File: src/rtl/senha_verificador.sv
// senha_verificador: keypad digit-packet consumer and lock controller.
// Accepts a 20-nibble packet on the rising edge of digitos_valid, classifies
// it (CANCEL / TIMEOUT / VAZIO / CODIGO) and runs the lock FSM: unlock on a
// password match, error display and failure counting with lockout, and a
// master-code program mode that stores a new password.
//
// Ports:
//   clk, rst            clock, asynchronous active-high reset
//   digitos_value[79:0] packed nibbles, nibble 0 = most recent key, F = empty
//   digitos_valid       packet valid (level, may be held)
//   tranca_aberta       lock open
//   erro                wrong code / rejected new password
//   bloqueado           lockout active
//   modo_prog           program mode active
//   senha_alterada      1-cycle pulse when a new password is stored
//   falhas              consecutive failure count
//   alarme              alarm, only built with SENHA_VERIFICADOR_ALARME_EN
//
// Optional build macro: SENHA_VERIFICADOR_ALARME_EN (alarm during lockout and
// for T_BLOQUEIO cycles after it; otherwise alarme is tied to 0).
module senha_verificador #(
  parameter logic [79:0] SENHA_INICIAL = 80'hFFFF_FFFF_FFFF_FFFF_1234,
  parameter logic [79:0] SENHA_MESTRE  = 80'hFFFF_FFFF_FFFF_FF99_9999,
  parameter int T_ABERTO    = 50,
  parameter int T_ERRO      = 10,
  parameter int T_BLOQUEIO  = 200,
  parameter int T_PROG      = 1000,
  parameter int MAX_FALHAS  = 3,
  parameter int MIN_DIGITOS = 4
) (
  input  logic                              clk,
  input  logic                              rst,
  input  logic [79:0]                       digitos_value,
  input  logic                              digitos_valid,
  output logic                              tranca_aberta,
  output logic                              erro,
  output logic                              bloqueado,
  output logic                              modo_prog,
  output logic                              senha_alterada,
  output logic [$clog2(MAX_FALHAS+1)-1:0]   falhas,
  output logic                              alarme
);

  localparam int FW   = $clog2(MAX_FALHAS + 1);
  localparam int TM1  = (T_ABERTO > T_ERRO) ? T_ABERTO : T_ERRO;
  localparam int TM2  = (T_BLOQUEIO > T_PROG) ? T_BLOQUEIO : T_PROG;
  localparam int TMAX = (TM1 > TM2) ? TM1 : TM2;
  localparam int TW   = $clog2(TMAX + 1);

  localparam logic [79:0] TODOS_B = {20{4'hB}};
  localparam logic [79:0] TODOS_E = {20{4'hE}};
  localparam logic [79:0] TODOS_F = {20{4'hF}};

  typedef enum logic [2:0] {ESPERA, ABERTO, ERRO, BLOQUEIO, PROG} estado_t;
  typedef enum logic [1:0] {CODIGO, CANCEL, TIMEOUT, VAZIO} tipo_t;

  estado_t         estado;
  logic [TW-1:0]   timer;
  logic [79:0]     senha;
  logic            valid_q;
  logic            orig_prog;   // ERRO returns to PROG instead of ESPERA

  logic            aceita;
  tipo_t           tipo;
  logic [4:0]      len;
  logic            contiguo;
  logic            fim;
  logic [FW:0]     falhas_inc;
  logic            codigo_espera;
  logic            abre;
  logic            mestre;
  logic            bloqueia;

  assign aceita = digitos_valid & ~valid_q;

  always_comb begin
    tipo = CODIGO;
    if (digitos_value == TODOS_B)      tipo = CANCEL;
    else if (digitos_value == TODOS_E) tipo = TIMEOUT;
    else if (digitos_value == TODOS_F) tipo = VAZIO;
  end

  // New password must be a contiguous run of digits from nibble 0 with only
  // F padding above it; a digit after an F makes the packet invalid.
  always_comb begin
    len      = 5'd0;
    contiguo = 1'b1;
    fim      = 1'b0;
    for (int i = 0; i < 20; i++) begin
      if (digitos_value[4*i +: 4] != 4'hF) begin
        if (fim) contiguo = 1'b0;
        else     len      = len + 5'd1;
      end else begin
        fim = 1'b1;
      end
    end
  end

  assign falhas_inc    = {1'b0, falhas} + {{FW{1'b0}}, 1'b1};
  assign codigo_espera = (estado == ESPERA) && aceita && (tipo == CODIGO);
  // Stored password is checked first, so it wins if it equals the master code.
  assign abre          = codigo_espera && (digitos_value == senha);
  assign mestre        = codigo_espera && !abre && (digitos_value == SENHA_MESTRE);
  assign bloqueia      = codigo_espera && !abre && !mestre &&
                         (falhas_inc == (FW+1)'(MAX_FALHAS));

  always_ff @(posedge clk or posedge rst) begin
    if (rst) begin
      estado         <= ESPERA;
      timer          <= '0;
      senha          <= SENHA_INICIAL;
      valid_q        <= 1'b1;  // ignore a packet already valid at release
      orig_prog      <= 1'b0;
      falhas         <= '0;
      tranca_aberta  <= 1'b0;
      erro           <= 1'b0;
      bloqueado      <= 1'b0;
      modo_prog      <= 1'b0;
      senha_alterada <= 1'b0;
    end else begin
      valid_q        <= digitos_valid;
      senha_alterada <= 1'b0;
      case (estado)
        ESPERA: begin
          if (abre) begin
            estado        <= ABERTO;
            timer         <= TW'(T_ABERTO - 1);
            falhas        <= '0;
            tranca_aberta <= 1'b1;
          end else if (mestre) begin
            estado    <= PROG;
            timer     <= TW'(T_PROG - 1);
            modo_prog <= 1'b1;
          end else if (bloqueia) begin
            estado    <= BLOQUEIO;
            timer     <= TW'(T_BLOQUEIO - 1);
            falhas    <= falhas_inc[FW-1:0];
            bloqueado <= 1'b1;
          end else if (codigo_espera) begin
            estado    <= ERRO;
            timer     <= TW'(T_ERRO - 1);
            falhas    <= falhas_inc[FW-1:0];
            orig_prog <= 1'b0;
            erro      <= 1'b1;
          end
        end
        ABERTO: begin
          if (timer == '0) begin
            estado        <= ESPERA;
            tranca_aberta <= 1'b0;
          end else begin
            timer <= timer - 1'b1;
          end
        end
        ERRO: begin
          if (timer == '0) begin
            erro <= 1'b0;
            if (orig_prog) begin
              estado    <= PROG;
              timer     <= TW'(T_PROG - 1);
              modo_prog <= 1'b1;
            end else begin
              estado <= ESPERA;
            end
          end else begin
            timer <= timer - 1'b1;
          end
        end
        BLOQUEIO: begin
          if (timer == '0) begin
            estado    <= ESPERA;
            falhas    <= '0;
            bloqueado <= 1'b0;
          end else begin
            timer <= timer - 1'b1;
          end
        end
        PROG: begin
          if (aceita) begin
            case (tipo)
              CANCEL, TIMEOUT: begin
                estado    <= ESPERA;
                modo_prog <= 1'b0;
              end
              VAZIO: timer <= TW'(T_PROG - 1);
              default: begin
                modo_prog <= 1'b0;
                if (contiguo && (len >= 5'(MIN_DIGITOS))) begin
                  estado         <= ESPERA;
                  senha          <= digitos_value;
                  senha_alterada <= 1'b1;
                end else begin
                  estado    <= ERRO;
                  timer     <= TW'(T_ERRO - 1);
                  orig_prog <= 1'b1;
                  erro      <= 1'b1;
                end
              end
            endcase
          end else if (timer == '0) begin
            estado    <= ESPERA;
            modo_prog <= 1'b0;
          end else begin
            timer <= timer - 1'b1;
          end
        end
        default: begin
          estado         <= ESPERA;
          tranca_aberta  <= 1'b0;
          erro           <= 1'b0;
          bloqueado      <= 1'b0;
          modo_prog      <= 1'b0;
        end
      endcase
    end
  end

`ifdef SENHA_VERIFICADOR_ALARME_EN
  logic [TW-1:0] alarme_cnt;

  // Counter is held at T_BLOQUEIO-1 throughout lockout, so the tail after
  // exit lasts exactly T_BLOQUEIO cycles.
  always_ff @(posedge clk or posedge rst) begin
    if (rst) begin
      alarme     <= 1'b0;
      alarme_cnt <= '0;
    end else if (abre) begin
      alarme <= 1'b0;
    end else if (bloqueia || estado == BLOQUEIO) begin
      alarme     <= 1'b1;
      alarme_cnt <= TW'(T_BLOQUEIO - 1);
    end else if (alarme) begin
      if (alarme_cnt == '0) alarme <= 1'b0;
      else                  alarme_cnt <= alarme_cnt - 1'b1;
    end
  end
`else
  assign alarme = 1'b0;
`endif

endmodule

File: config.mk
export PLATFORM = sky130hd
export DESIGN_NAME = senha_verificador
export DESIGN_NICKNAME = d
export VERILOG_FILES = /design/src/rtl/senha_verificador.sv
export SDC_FILE = /design/constraint.sdc
export NUM_CORES = 1
export LEC_CHECK = 0
export CAP_MARGIN = 25
export CORE_MARGIN = 8
export CORE_UTILIZATION = 39
export DETAILED_ROUTE_END_ITERATION = 7
export PLACE_DENSITY = 0.71
export SLEW_MARGIN = 20
export SYNTH_ARGS = -nofsm -noshare
export SYNTH_HDL_FRONTEND = slang
export SYNTH_SLANG_ARGS = --single-unit
File: constraint.sdc
create_clock -name clk -period 2.9 [get_ports clk]
set_input_delay 0.435 -clock clk [delete_from_list [all_inputs] [get_ports clk]]
set_output_delay 0.435 -clock clk [all_outputs]
set_load 0.05 [all_outputs]
==> results by group, run 1 <==
Run status
  • Status: complete, but fails checks
  • Failing checks: negative setup slack

Worst setup path
  • WS Path Type: input pin to register
  • CP startpoint kind: input pin
  • Critical Path Max Stage Delay: 0.33 ns
  • CP Max Fanout: 6
  • Crit end category: register
  • Worst r2r src: senha[16]
  • Register-to-Register Path Depth: 12
  • CP max-delay cell: o31a_1
  • Worst EP arrival: 9.86 ns
  • Worst path required time: 3.14 ns
  • Cell mode on critical path: buf_4
  • Crit path launch: digitos_value[3]

Clocking
  • CTS Hold Bufs: 0
  • Worst-path clk slew: 0.08 ns
  • CTS Buf Count: 9
  • Clock buffer depth: 2
  • TritonCTS Sinks: 102
  • Clk_lat worst skew: 0.36 ns
  • H-tree depth: 3
  • Root Buffer: clkbuf_16
  • CTS tree: done

Synthesis
  • Syn. warnings: 0
  • Yosys reg bits: 102
  • Synth Net Count: 1000
  • Syn Area/Cell: 9.52 µm²
  • Mux share of post-synthesis cell area: 16.2%
  • Post-synth EDFFs: 0
  • Post-Syn Instances: 895
  • Compound-Gate Fraction of Synth Area: 10.6%
  • Post-Synth Simple-Gate Area: 22.8%
  • Most used DFF post-synth: dfstp_2
  • Sequential cell area fraction in the yosys report: 31.0%
  • Yosys cell types: 66
  • Fraction of registers with async set/reset: 100%
  • Synth Area in Adders: 3.35%
  • Synth Area in XOR/XNOR: 13.0%
  • Cell Area, Synth: 0.00852 mm²
  • Largest family of logic cells by synthesized area: simple AND/OR/NAND/NOR gates

Routing
  • Vias: 9519
  • DR WL/cell: 22.1 µm
  • WL final: 35400 µm
  • DRC Markers: 0
  • Drt pass-1 iters: 6
  • Via-per-instance ratio: 5.93
  • Initial DRC count: 866
  • ANT nets after route: 0

Cells and area
  • Final non-filler cell total: 1604
  • Final Core Density: 63.0%
  • Fraction of layout cells with a size suffix above 1: 49.5%
  • Layout net count: 1424
  • Area Overhead vs Synth: 59.9%
  • Ant. Diodes: 0
  • # fillers: 1568

Power
  • Power density cells: 798 mW/mm²
  • VDD IR-drop max: 0.538 mV
  • Lkg Pwr: 0.00618 µW
  • Total power: 10900 µW

Placed design
  • Placer Congestion: 0.925
  • Dpl ws: -7.23 ns
  • IO Port Bufs: 89
  • DP Cell Count: 1514
  • Final HPWL DP: 23200 µm

Floorplan
  • Die X: 164 µm
  • Initial Utilization: 39.4%
  • Die Span Y: 164 µm
  • Core box area: 0.0216 mm²
  • Top-Level Pins: 91
  • Num rows: 54
  • Die area: 0.0268 mm²

Timing
  • Least-Margin Pin Slew: 0.960 ns
  • Hold Violations, Final: 0
  • Minimum clock period: 9.62 ns
  • RSZ-0062 raised after global routing: yes
  • Final Max Tran Viols: 0
  • Max frequency: 104 MHz
  • Final setup TNS: -624.74 ns
  • Final worst slack: -6.72 ns
  • Final setup viols: 101
  • Layout Skew: 0.0108 ns
  • Max_slew headroom: 35.5%
  • Tcrit/Tclk final: 332%

Worst hold path
  • HP Class: input pin to asynchronous set/reset pin

Flow run
  • Max Cap Viol: 0

GRT
  • Gr usage total: 24.0%
  • Vias in the first global route: 9454
  • First-pass GRT wire length: 51100 µm
  • Largest net degree at the start of global routing: 84
  • Total grt overflow: 0
  • Initial antenna violation count: 1
[report_power, final]
part	switching, µW	internal [µW]	leakage (µW)
combinational	3280	3660	0.00489
sequential	517	2140	0.00114
clock	600	682	0.000151
total	4400	6480	0.00618
[final cells by class]
| class | instances | area [µm²] | share of cell area, % |
|---|---|---|---|
| clock buffers | 9 | 225 | 1.65 |
| inverters | 25 | 97.6 | 0.716 |
| clock inverters | 7 | 78.8 | 0.578 |
| flip-flops and latches | 102 | 2640 | 19.4 |
| well taps | 280 | 350 | 2.57 |
| multi-input cells | 741 | 6290 | 46.1 |
| repair buffers | 440 | 3950 | 29.0 |
[Yosys cell counts (5+ instances only)]
cell / count / share of area, %
xnor3_1: 5 / 1.3
nor4bb_1: 9 / 1.1
o22ai_1: 6 / 0.44
nor4_1: 27 / 2.0
nor2_1: 70 / 3.1
a31oi_1: 9 / 0.66
dfstp_2: 70 / 22
clkbuf_1: 16 / 0.70
and4_1: 13 / 1.3
dfrtp_1: 32 / 9.4
mux2i_1: 10 / 1.2
o31ai_1: 9 / 0.79
xor2_1: 61 / 6.3
o21ai_0: 36 / 2.1
xnor2_1: 51 / 5.2
ha_1: 22 / 3.2
nand3_1: 20 / 1.2
nor3_1: 31 / 1.8
nand4_1: 51 / 3.7
o211ai_1: 12 / 1.1
nand2_1: 85 / 3.7
a21oi_1: 39 / 2.3
mux2_4: 79 / 14
buf_6: 8 / 1.1
and2_1: 14 / 1.0
nor2b_1: 6 / 0.44
inv_1: 24 / 1.1
mux2_2: 7 / 0.92
[critical path: cells and delay by family]
family / cells / cell delay [ns]
buf+inv: 17 / 2.27
compound gates: 16 / 2.29
simple gates: 13 / 1.29
fa+ha+maj: 10 / 2.53
mux: 4 / 0.86
xor+xnor: 1 / 0.14
[final timing paths]
path	end	slack (ns)
max	senha[8]	-6.72
min	timer[0]	0.45
max reg2reg	erro	-0.19
min reg2reg	modo_prog	0.52
max in group asynchronous	senha[68]	1.63
min in group clk	senha[3]	0.46
[state kept, by name, indices dropped and copies added, names as in the netlist]
name,count
bloqueado,1
senha_alterada,1
senha,80
modo_prog,1
timer,10
orig_prog,1
tranca_aberta,1
falhas,2
erro,1
estado,3
valid_q,1
[repair_timing]
| item | CTS | global route |
|---|---|---|
| endpoints found under the setup margin | 101 | 100 |
| cloned | 5 | 2 |
| hold endpoints to repair | 0 | 0 |
| buffers inserted | 44 | 25 |
| pin swaps | 56 | 75 |
| resized for setup | 186 | 150 |
[cell families after synthesis]
family	Yosys count
DFF	102
AOI/OAI and AO/OA	142
muxes	97
buffers and inverters	52
xor gates and xnor gates	118
other	1
and+or+nand+nor	360
adders and majority gates	23
[cells in the final DEF (no fill, tap or decap), drive strengths merged, types with 4 or more instances in the layout]
| cell type | n |
|---|---|
| a21oi | 39 |
| a31oi | 9 |
| and2 | 14 |
| and3 | 4 |
| and4 | 13 |
| buf | 360 |
| clkbuf | 27 |
| clkdlybuf4s50 | 20 |
| clkinv | 4 |
| dfrtp | 32 |
| dfstp | 70 |
| dlygate4sd2 | 14 |
| dlymetal6s2s | 25 |
| ha | 22 |
| inv | 26 |
| mux2 | 86 |
| mux2i | 11 |
| nand2 | 85 |
| nand2b | 4 |
| nand3 | 20 |
| nand4 | 51 |
| nand4b | 4 |
| nor2 | 71 |
| nor2b | 6 |
| nor3 | 31 |
| nor4 | 29 |
| nor4bb | 9 |
| o211ai | 12 |
| o21ai | 37 |
| o22ai | 6 |
| o31a | 4 |
| o31ai | 9 |
| or3 | 4 |
| xnor2 | 52 |
| xnor3 | 5 |
| xor2 | 61 |
[stage by stage]
step                hold slack (ns)  cell area (µm²)
floorplan                     0.439             8640
global placement              0.495            11900
detailed placement            0.502            11900
CTS                           0.458            13000
global route                  0.461            13600
finish                        0.447            13600
[layer usage]
layer | GRT usage (%) | vias up | part of all wire [%]
met2 | 40.3 | 583 | 49
met3 | 4.09 | 196 | 7.7
li1 | - | 4161 | -
met5 | 0.756 | - | 0
met4 | 12.7 | 0 | 6.3
met1 | 29.0 | 4579 | 37
No activity file was read; power rests on OpenSTA's default activity.
==> run 2: changes to the inputs <==
--- a/config.mk
+++ b/config.mk
@@ -5,7 +5,9 @@
 export SDC_FILE = /design/constraint.sdc
 export NUM_CORES = 1
 export LEC_CHECK = 0
+export ABC_CLOCK_PERIOD_IN_PS = 2900
 export CAP_MARGIN = 25
+export CORE_ASPECT_RATIO = 0.75
 export CORE_MARGIN = 8
 export CORE_UTILIZATION = 39
 export DETAILED_ROUTE_END_ITERATION = 7
==> results by group, run 2 (synthesis results as in run 1) <==
Routing
  • Initial DRC count: 1004
  • Via-per-instance ratio: 5.74
  • DRC Markers: 0
  • Vias: 9280
  • ANT nets after route: 0
  • Drt pass-1 iters: 5
  • WL final: 33700 µm
  • DR WL/cell: 20.9 µm

GRT
  • Vias in the first global route: 9001
  • Initial antenna violation count: 0
  • Gr usage total: 22.9%
  • Largest net degree at the start of global routing: 59
  • Total grt overflow: 0
  • First-pass GRT wire length: 49300 µm

Floorplan
  • Die Span Y: 144 µm
  • Num rows: 47
  • Initial Utilization: 39.2%
  • Top-Level Pins: 91
  • Die X: 187 µm
  • Core box area: 0.0218 mm²
  • Die area: 0.0269 mm²

Timing
  • Max frequency: 106 MHz
  • Final worst slack: -6.52 ns
  • Final setup TNS: -607.10 ns
  • Max_slew headroom: 64.0%
  • Final setup viols: 98
  • Layout Skew: 0.0112 ns
  • Tcrit/Tclk final: 325%
  • Hold Violations, Final: 0
  • RSZ-0062 raised after global routing: yes
  • Minimum clock period: 9.42 ns
  • Least-Margin Pin Slew: 0.538 ns
  • Final Max Tran Viols: 0

Cells and area
  • Max FFs per register: 80
  • Layout net count: 1422
  • Most flops, register: senha
  • Fraction of layout cells with a size suffix above 1: 48.0%
  • Ant. Diodes: 0
  • Final Core Density: 62.0%
  • Area Overhead vs Synth: 58.3%
  • Commonest non-fill, non-tap cell in the layout: buf_4
  • Most frequent cells in the layout: 291 x buf_4, 83 x mux2_4, 78 x nand2_1
  • Biggest regs: senha: 80 flops, timer: 10 flops, estado: 3 flops

Worst setup path
  • Worst path required time: 3.15 ns
  • CP Max Fanout: 7
  • FF-to-FF End: timer[7]
  • Cell mode on critical path: a21oi_2
  • WS Path Type: input pin to register
  • Worst EP arrival: 9.67 ns
  • CP startpoint kind: input pin
  • Critical Path Max Stage Delay: 0.32 ns
  • Crit end category: register
  • Register-to-Register Path Depth: 11
  • Worst r2r src: senha[20]
  • CP max-delay cell: o31a_1
  • Reg2Reg Setup Slack: 0.03 ns

Clocking
  • CTS Buf Count: 9
  • Clock buffer depth: 2
  • Clk_lat worst skew: 0.37 ns
  • TritonCTS Sinks: 102
  • H-tree depth: 3
  • Worst-path clk slew: 0.09 ns
  • CTS Hold Bufs: 0
  • CTS tree: done
  • Root Buffer: clkbuf_16

Placed design
  • Placer Congestion: 0.961
  • Dpl ws: -7.41 ns
  • Final HPWL DP: 23300 µm
  • IO Port Bufs: 89

Power
  • Lkg Pwr: 0.00604 µW
  • VDD IR-drop max: 0.570 mV
  • Power density cells: 773 mW/mm²

Worst hold path
  • HP Class: input pin to asynchronous set/reset pin

Run status
  • Failing checks: negative setup slack
  • Status: complete, but fails checks

Flow run
  • Max Cap Viol: 0
## run 2: worst max-delay path by stage
stage | from | endpoint | slack, ns | cells past startpoint
2_1_floorplan | digitos_value[6] | senha[0] | -6.43 | 57
3_3_place_gp | digitos_value[0] | timer[4] | -7.01 | 58
3_5_place_dp | digitos_value[0] | timer[4] | -7.41 | 58
4_1_cts | digitos_value[1] | timer[4] | -6.55 | 59
5_1_grt | digitos_value[1] | senha[0] | -7.01 | 61
6_report | digitos_value[1] | senha[0] | -6.52 | 61
## run 2: area by class of cell
| class | count | area (µm²) |
|---|---|---|
| fillers | 1673 | 8260 |
| repair buffers | 438 | 3890 |
| flip-flops and latches | 102 | 2640 |
| clock buffers | 9 | 225 |
| well taps | 294 | 368 |
| multi-input cells | 741 | 6190 |
| clock inverters | 7 | 86.3 |
| inverters | 25 | 97.6 |
## run 2: worst max-delay path, delay by kind of cell
| family | cells | cell delay [ns] |
|---|---|---|
| mux | 5 | 0.92 |
| buf+inv | 7 | 0.84 |
| simple gates | 15 | 1.55 |
| fa+ha+maj | 12 | 3.06 |
| xor+xnor | 2 | 0.32 |
| compound gates | 20 | 2.55 |
## run 2: metal layers
metal	wire length, µm	track usage (%)	vias up	share of wire (%)
li1	-	-	4173	-
met1	15100	32.3	4526	45
met2	14500	34.5	503	43
met3	3280	5.54	78	9.7
met4	857	5.88	0	2.5
met5	0	0	-	0
## run 2: repair_timing
action / in CTS / in global routing
cloned: 0 / 6
pin swaps: 71 / 57
gates resized for setup: 190 / 96
setup endpoints to repair: 101 / 100
setup buffers: 50 / 18
endpoints found under the hold margin: 0 / 0
## run 2: through the flow
step	hold WS (ns)	instances	power, µW	instance area, µm²
finish	0.388	1616	10400	13500
global route	0.414	1616	11000	13500
CTS	0.397	1594	9860	12900
detailed placement	0.500	1528	8210	11900
floorplan	0.439	895	6160	8640
global placement	0.494	1528	8080	11900
## run 2: report_power, final
group	internal [µW]	switching [µW]	leakage, µW
registers	2140	463	0.00114
logic	3500	3030	0.00475
clock network	621	685	0.000151
